[src/rtl/mcpu5_host.sv]
// rtl/mcpu5_host.sv - host-side pin driver for the MCPU5plus core: clock/reset generation, program fetch, output demux
// Optional halt detection is enabled by defining MCPU5_HOST_HALT_DETECT_EN.
module mcpu5_host #(
    parameter int PHASE_LEN  = 1,
    parameter int RST_CYCLES = 2
) (
    input  logic       clk,
    input  logic       rst,
    input  logic       run,
    input  logic       prog_we,
    input  logic [7:0] prog_addr,
    input  logic [5:0] prog_data,
    input  logic [7:0] cpu_in,
    output logic       cpu_clk,
    output logic       cpu_rst,
    output logic [5:0] inst_out,
    output logic [7:0] pc_q,
    output logic [7:0] accu_q,
    output logic [7:0] out_data,
    output logic       out_valid,
    output logic       halted
);
    localparam int         PCW    = (PHASE_LEN > 1) ? $clog2(PHASE_LEN) : 1;
    localparam int         RCW    = $clog2(RST_CYCLES + 1);
    localparam logic [5:0] OP_OUT = 6'b111011;

    typedef enum logic [1:0] {HIGH_A, HIGH_B, LOW_A, LOW_B} phase_e;

    phase_e         phase_q, phase_d;
    logic [PCW-1:0] pcnt_q, pcnt_d;
    logic [RCW-1:0] rcnt_q, rcnt_d;
    logic           cpu_rst_q, cpu_rst_d;
    logic [5:0]     inst_q, inst_d;
    logic [7:0]     pc_d, accu_d;
    logic [7:0]     out_data_q, out_data_d;
    logic           out_valid_q, out_valid_d;
    logic           freeze;
    logic [5:0]     mem [256];
`ifdef MCPU5_HOST_HALT_DETECT_EN
    logic           halted_q, halted_d;
    logic           seen_q, seen_d;
`endif

    always_ff @(posedge clk) begin
        if (prog_we && !run) begin
            mem[prog_addr] <= prog_data;
        end
    end

    always_comb begin
        phase_d     = phase_q;
        pcnt_d      = pcnt_q;
        rcnt_d      = rcnt_q;
        cpu_rst_d   = cpu_rst_q;
        inst_d      = inst_q;
        pc_d        = pc_q;
        accu_d      = accu_q;
        out_data_d  = out_data_q;
        out_valid_d = 1'b0;
`ifdef MCPU5_HOST_HALT_DETECT_EN
        halted_d    = halted_q;
        seen_d      = seen_q;
        freeze      = halted_q && run;
`else
        freeze      = 1'b0;
`endif
        if (!freeze) begin
            if (pcnt_q != PCW'(PHASE_LEN - 1)) begin
                pcnt_d = pcnt_q + PCW'(1);
            end else begin
                pcnt_d = '0;
                case (phase_q)
                    HIGH_A: begin
                        phase_d = HIGH_B;
                        pc_d    = cpu_in;
`ifdef MCPU5_HOST_HALT_DETECT_EN
                        // A BCC that lands on its own address can never leave: park the core clock high.
                        if (!cpu_rst_q) begin
                            seen_d = 1'b1;
                            if (seen_q && (cpu_in == pc_q) && (inst_q[5:4] == 2'b00)) begin
                                halted_d = 1'b1;
                                phase_d  = HIGH_A;
                            end
                        end
`endif
                    end
                    HIGH_B: begin
                        phase_d = LOW_A;
                        inst_d  = run ? mem[pc_q] : 6'd0;
                    end
                    LOW_A: begin
                        phase_d = LOW_B;
                        if (!run) begin
                            cpu_rst_d = 1'b1;
                        end else if (rcnt_q != RCW'(RST_CYCLES)) begin
                            rcnt_d = rcnt_q + RCW'(1);
                            if (rcnt_q + RCW'(1) == RCW'(RST_CYCLES)) begin
                                cpu_rst_d = 1'b0;
                            end
                        end
                    end
                    default: begin
                        phase_d = HIGH_A;
                        accu_d  = cpu_in;
                        if (!cpu_rst_q && (inst_q == OP_OUT)) begin
                            out_data_d  = cpu_in;
                            out_valid_d = 1'b1;
                        end
                    end
                endcase
            end
        end
        if (!run) begin
            rcnt_d = '0;
`ifdef MCPU5_HOST_HALT_DETECT_EN
            halted_d = 1'b0;
`endif
        end
`ifdef MCPU5_HOST_HALT_DETECT_EN
        if (cpu_rst_q) begin
            seen_d = 1'b0;
        end
`endif
    end

    always_ff @(posedge clk) begin
        if (rst) begin
            phase_q     <= HIGH_A;
            pcnt_q      <= '0;
            rcnt_q      <= '0;
            cpu_rst_q   <= 1'b1;
            inst_q      <= '0;
            pc_q        <= '0;
            accu_q      <= '0;
            out_data_q  <= '0;
            out_valid_q <= 1'b0;
`ifdef MCPU5_HOST_HALT_DETECT_EN
            halted_q    <= 1'b0;
            seen_q      <= 1'b0;
`endif
        end else begin
            phase_q     <= phase_d;
            pcnt_q      <= pcnt_d;
            rcnt_q      <= rcnt_d;
            cpu_rst_q   <= cpu_rst_d;
            inst_q      <= inst_d;
            pc_q        <= pc_d;
            accu_q      <= accu_d;
            out_data_q  <= out_data_d;
            out_valid_q <= out_valid_d;
`ifdef MCPU5_HOST_HALT_DETECT_EN
            halted_q    <= halted_d;
            seen_q      <= seen_d;
`endif
        end
    end

    assign cpu_clk   = (phase_q == HIGH_A) || (phase_q == HIGH_B);
    assign cpu_rst   = cpu_rst_q;
    assign inst_out  = inst_q;
    assign out_data  = out_data_q;
    assign out_valid = out_valid_q;
`ifdef MCPU5_HOST_HALT_DETECT_EN
    assign halted    = halted_q;
`else
    assign halted    = 1'b0;
`endif
endmodule

[config.mk]
export PLATFORM = sky130hd
export DESIGN_NAME = mcpu5_host
export DESIGN_NICKNAME = d
export VERILOG_FILES = /design/src/rtl/mcpu5_host.sv
export SDC_FILE = /design/constraint.sdc
export NUM_CORES = 1
export LEC_CHECK = 0
export BUFFER_PORTS_ARGS = -buffer_cell sky130_fd_sc_hd__buf_2
export CAP_MARGIN = 15
export CORE_MARGIN = 2
export CORE_UTILIZATION = 55
export DETAILED_ROUTE_END_ITERATION = 8
export PLACE_DENSITY = 0.73
export SYNTH_ARGS = -nofsm -noshare
export SYNTH_HDL_FRONTEND = slang
export SYNTH_SLANG_ARGS = --single-unit
[constraint.sdc]
create_clock -name clk -period 6.9 [get_ports clk]
set_clock_uncertainty 0.15 [all_clocks]
set_input_delay 0.69 -clock clk [delete_from_list [all_inputs] [get_ports clk]]
set_output_delay 0.69 -clock clk [all_outputs]
set_load 0.1 [all_outputs]
Word-level counts from Yosys, hierarchy flattened --
Memories as Yosys holds them, arrays and structs flattened. A register that Yosys moved wholly into a read port is not among the register bits. Index checks and enable logic that the tools add are counted.
Word-level totals: output and inout port bits 34, bits of input ports 26, bits in writable memories 1536, register bits 37, memories kept 1
Memories:
- mem | depth 256, width 6, read ports 1, clocked after Yosys merged registers in 1, wr ports 1, RTL line 38 | logic [5:0] mem [256];
Operators by class: bitwise operators 3, muxes and demuxes 10, reduce and logical (&&, ||, !) cells 16, equal/unequal tests 7, add/subtract/negate cells 2
Operators with widths (count):
- $mux W8 | 2
- $eq A6 B6 Y1 const B | 1
- $mux W1 | 6
- $mux W6 | 1
- $pmux W2 S3 | 1
- $reduce_and A2 Y1 | 3
- $reduce_and A3 Y1 | 2
- $reduce_or A5 Y1 | 1
- $eq A2 B2 Y1 const B | 2
- $ne A2 B1 Y1 const B | 2
- $reduce_and A4 Y1 | 1
- $reduce_or A2 Y1 | 2
- $not A1 Y1 | 3
- $reduce_or A3 Y1 | 1
- $add A2 B1 Y2 const B | 1
- $eq A2 B1 Y1 const B | 1
- $logic_and A1 B1 Y1 | 2
- $logic_not A1 Y1 | 2
- $logic_not A2 Y1 | 1
- $ne A2 B2 Y1 const B | 1
- $add A1 B1 Y1 const B | 1
- $logic_or A1 B1 Y1 | 1

Logic depth before layout (Yosys ltp) --
depth after elaboration 5, gate-level depth with buffers 12

Worst setup path before layout --
OpenSTA, ideal clock, no wires.
path kind register to register, from register (tool-made name), to register inst_q[2] (netlist: inst_out[2]), cell stages (with the launch flop) 11, data required time 6631 ps, path slack 4288 ps, arrival time 2343 ps, cells stage by stage dfxtp_1 > buf_2 > buf_4 > buf_4 > buf_2 > mux4_2 > a22oi_1 > nand2_1 > a21oi_1 > nand3_1 > a32o_1
RTL lines:
- end signal: assignment | RTL line 146 | inst_q <= inst_d;
- end: declaration | RTL line 33 | logic [5:0] inst_q, inst_d;

==> impl_summary.txt <==
----------------------------------------------------
[Cells and area]
  Proportion of layout cells with a drive suffix above 1 ... 0.208
  Leading cell types in the layout, fill and taps excluded ... 1536 x sky130_fd_sc_hd__edfxtp_1, 343 x sky130_fd_sc_hd__mux4_2, 322 x sky130_fd_sc_hd__nor2_1
  Core utilization of the finished layout ... 0.617
  Leading cell type in the layout, fill and taps excluded ... sky130_fd_sc_hd__edfxtp_1
  Final-layout fill cell count ... 7446
  Net count, final ... 3221
  Non-filler instance count after layout ... 4809
  Synthesis-to-layout area growth ... 11.1%

[Clock network]
  H-tree levels ... 4
  Maximum count of clock buffers along a single path ... 3
  Number of clock buffers inserted by TritonCTS ... 153
  Count of hold-fix buffers inserted at cts ... 0
  Clock latency at the later pin of the worst-skew pair ... 0.77 ns
  Library cell used as clock root buffer ... sky130_fd_sc_hd__clkbuf_16
  CTS sink cnt ... 1581
  # resized after CTS ... 0
  Clock tree from TritonCTS ... yes
  Clock-pin slew on the worst setup and hold paths ... 0.06 ns
  Buffers inserted during post-CTS setup optimization ... 0

[Floorplan]
  Width of the die ... approximately 340 µm
  CORE AREA ... 0.111 mm²
  Ports placed on the boundary ... 60
  Rows ... around 120
  Height of the die ... 338 µm
  Effective utilization at floorplan ... 0.555
  DIE AREA ... 0.115 mm²

[Pwr]
  Static leakage power ... 20.5 nW
  Clock share of power ... 0.416
  Largest voltage drop on the vdd net ... 0.235 mV
  NetSw ... 0.00429 W
  Fraction of power spent switching nets ... 0.213
  Relative contribution of sequential cells to total power ... 0.527
  Pint ... 0.0158 W
  Total power of the final layout ... 0.0201 W
  Total power density per cell area ... 294 mW/mm²
  Fraction of power consumed by combinational cells ... 0.057

[Routing]
  Pre-antenna DRT Iters ... 6
  Detailed Route Iter0 Violations ... ~4600
  Drc violations ... 0
  Total length of routed wires ... 150000 µm
  Count of antenna-violating nets left after detailed routing ... 0
  Detailed-route wire length per cell ... 31.1 µm
  Avg Vias per Cell ... 6.60
  Total number of vias ... 31700

[STA]
  # setup viols final ... 0
  Sum of negative setup slack ... 0 ns
  Min Tclk post-route ... 4.15 ns
  Highest clock frequency the design can meet ... 241 MHz
  Unrepaired setup endpoints after global routing ... false
  Final clock period utilization by the worst path ... 0.601
  Final setup margin ... between 2 and 3 ns
  Hold Violations, Final ... 0
  Slew at the pin closest to its max-slew limit ... 1.19 ns
  Tightest slew margin relative to the limit ... 0.207
  Final number of max-transition violations ... 0

[Placed design]
  RePlAce Congestion ... 0.894
  Dpl ws ... ~2.7 ns
  Count of buffers from port buffering ... a little under 60
  Detailed-placement wirelength estimate ... around 90000 µm
  Number of placed instances with taps included ... 4522

[Logic synthesis]
  Unique cell type count in the Yosys netlist ... 50
  Mapped Avg Cell Area ... 19.8 µm²
  Portion of the post-synthesis area used by sequential elements ... 0.764
  Synthesis warning total ... 0
  Synth Cell Area ... just over 0.06 mm²
  Instance count of the mapped netlist ... 3109
  Count of flip-flops with a built-in enable after synthesis ... 1536
  Register bit count reported by yosys ... 1581
  Fraction of registers with async set or reset after synthesis ... 0
  Leading register cell type out of synthesis ... sky130_fd_sc_hd__edfxtp_1

[Global route]
  Antenna violations before repair ... 4
  Total congestion overflow ... 0
  Wire length of the first global-routing pass ... 219000 µm
  Largest net degree at the start of global routing ... between 100 and 150
  Via count of the first global-routing pass ... 31700
  Gr usage total ... 0.262

[Worst setup path]
  Slowest library cell on the worst path ... sky130_fd_sc_hd__buf_4
  Critical path cell sequence ... buf_4, mux4_2, mux4_2, o2111ai_1, a21oi_1, a32o_1
  Max FO, Critical Path ... 56
  Register-to-register setup slack ... between 2 and 3 ns
  Critical Path End ... inst_out[5]$_SDFFE_PP0P_
  Stages on the worst setup path ... 6
  Largest stage delay, worst path ... 0.92 ns
  Crit path max-delay family ... multiplexers
  Depth of the most critical reg-to-reg path ... 6
  Most numerous cell on the critical path ... sky130_fd_sc_hd__mux4_2
  Startpoint-to-endpoint class of the critical path ... reg -> reg
  Crit start category ... flop
  CP arrival ... 4.66 ns
  Worst R2R End ... inst_out[5]$_SDFFE_PP0P_
  WP buf/inv ... 1
  Crit. End Element ... flop
  Required time reported for the critical path endpoint ... 7.41 ns

[Run]
  Max-cap check violation count ... 0

[Min path]
  Hold WC Path Type ... in -> reg

[Outcome]
  Outcome ... completed

----------------------------------------------------
## cell families after synthesis
logic type,share of synthesized area
xor gates and xnor gates,0.000142
buffers and inverters,0.0154
DFF,0.764
adders and majority gates,0.00122
AOI/OAI and AO/OA,0.0303
muxes,0.151
other,0.0000609
and+or+nand+nor,0.0380
## final cells by class
class	count	area, µm²	area share
multi-input cells	1331	13600	0.199
clock inverters	90	876	0.0128
clock buffers	193	4140	0.0605
inverters	8	30.0	0.000439
repair buffers	114	820	0.0120
flip-flops and latches	1581	47000	0.688
well taps	1488	1860	0.0272
diodes	4	10.0	0.000146
## worst min-delay path by stage
stage | slack, ns | endpoint | from | cells past startpoint
after floorplan | 0.34 | rcnt_q[1]$_SDFFE_PP0P_ | rcnt_q[1]$_SDFFE_PP0P_ | 2
after global placement | 0.29 | accu_q[4]$_SDFFE_PP0P_ | accu_q[4]$_SDFFE_PP0P_ | 2
after detailed placement | 0.30 | accu_q[6]$_SDFFE_PP0P_ | accu_q[6]$_SDFFE_PP0P_ | 2
after CTS | 0.007 | accu_q[6]$_SDFFE_PP0P_ | cpu_in[6] | 3
after global routing | 0.04 | accu_q[6]$_SDFFE_PP0P_ | cpu_in[6] | 3
final | 0.05 | accu_q[1]$_SDFFE_PP0P_ | cpu_in[1] | 3
## worst min-delay path: cells and delay by family
kind | cells | cell delay [ns]
AOI/OAI and AO/OA | 1 | 0.05
and+or+nand+nor | 1 | 0.05
buffers and inverters | 1 | 0.11
## Yosys cell counts, drive strengths merged, types with 2 or more instances
master	number	area, µm²
a211oi	12	90.1
a21oi	65	325
a221oi	4	35.0
a22o	5	43.8
a22oi	44	330
a32o	6	60.1
and2	2	12.5
and3	3	18.8
and3b	2	17.5
buf	85	523
clkbuf	105	394
dfxtp	45	901
edfxtp	1536	46100
ha	6	75.1
inv	7	26.3
mux2i	154	1540
mux4	343	7720
nand2	108	405
nand2b	5	31.3
nand3	39	195
nand3b	2	15.0
nand4	23	144
nor2	322	1210
nor2b	17	106
nor3	15	75.1
nor3b	3	22.5
nor4	6	37.5
o2111ai	4	35.0
o21ai	27	135
o221ai	54	473
o22ai	38	238
o31ai	3	22.5
o41ai	2	17.5
or3	4	25.0
## stage by stage
| stage | hold WS [ns] | instance area, µm² |
|---|---|---|
| 2_1_floorplan | 0.344 | 61500 |
| 3_3_place_gp | 0.291 | 63300 |
| 3_5_place_dp | 0.298 | 63400 |
| 4_1_cts | 0.00653 | 68400 |
| 5_1_grt | 0.0403 | 68400 |
| 6_report | 0.0459 | 68400 |
## flip-flops by register name, summed over array words and instances, names as in the netlist, 2 cells and up, named ones only
signal and flops:
phase_q 2, out_data 8, inst_out 6, mem 1536, rcnt_q 2, accu_q 8, pc_q 8
## metal layers
metal,vias up,routed length (µm),GRT usage
met1,16400,56000,0.369
met4,6,6060,0.103
li1,12900,-,-
met3,367,17100,0.0619
met5,-,33,0
met2,1997,70400,0.404
## power groups by stage
| stage | Combinational, W | Sequential [W] | Clock [W] |
|---|---|---|---|
| after detailed placement | 0.00114 | 0.0108 | 0 |
| after global placement | 0.00111 | 0.0108 | 0 |
| after CTS | 0.00114 | 0.0106 | 0.00840 |
| after floorplan | 0.000693 | 0.0108 | 0 |
| final | 0.00115 | 0.0106 | 0.00835 |
| after global routing | 0.00121 | 0.0106 | 0.00877 |
No activity file was read; power rests on OpenSTA's default activity.
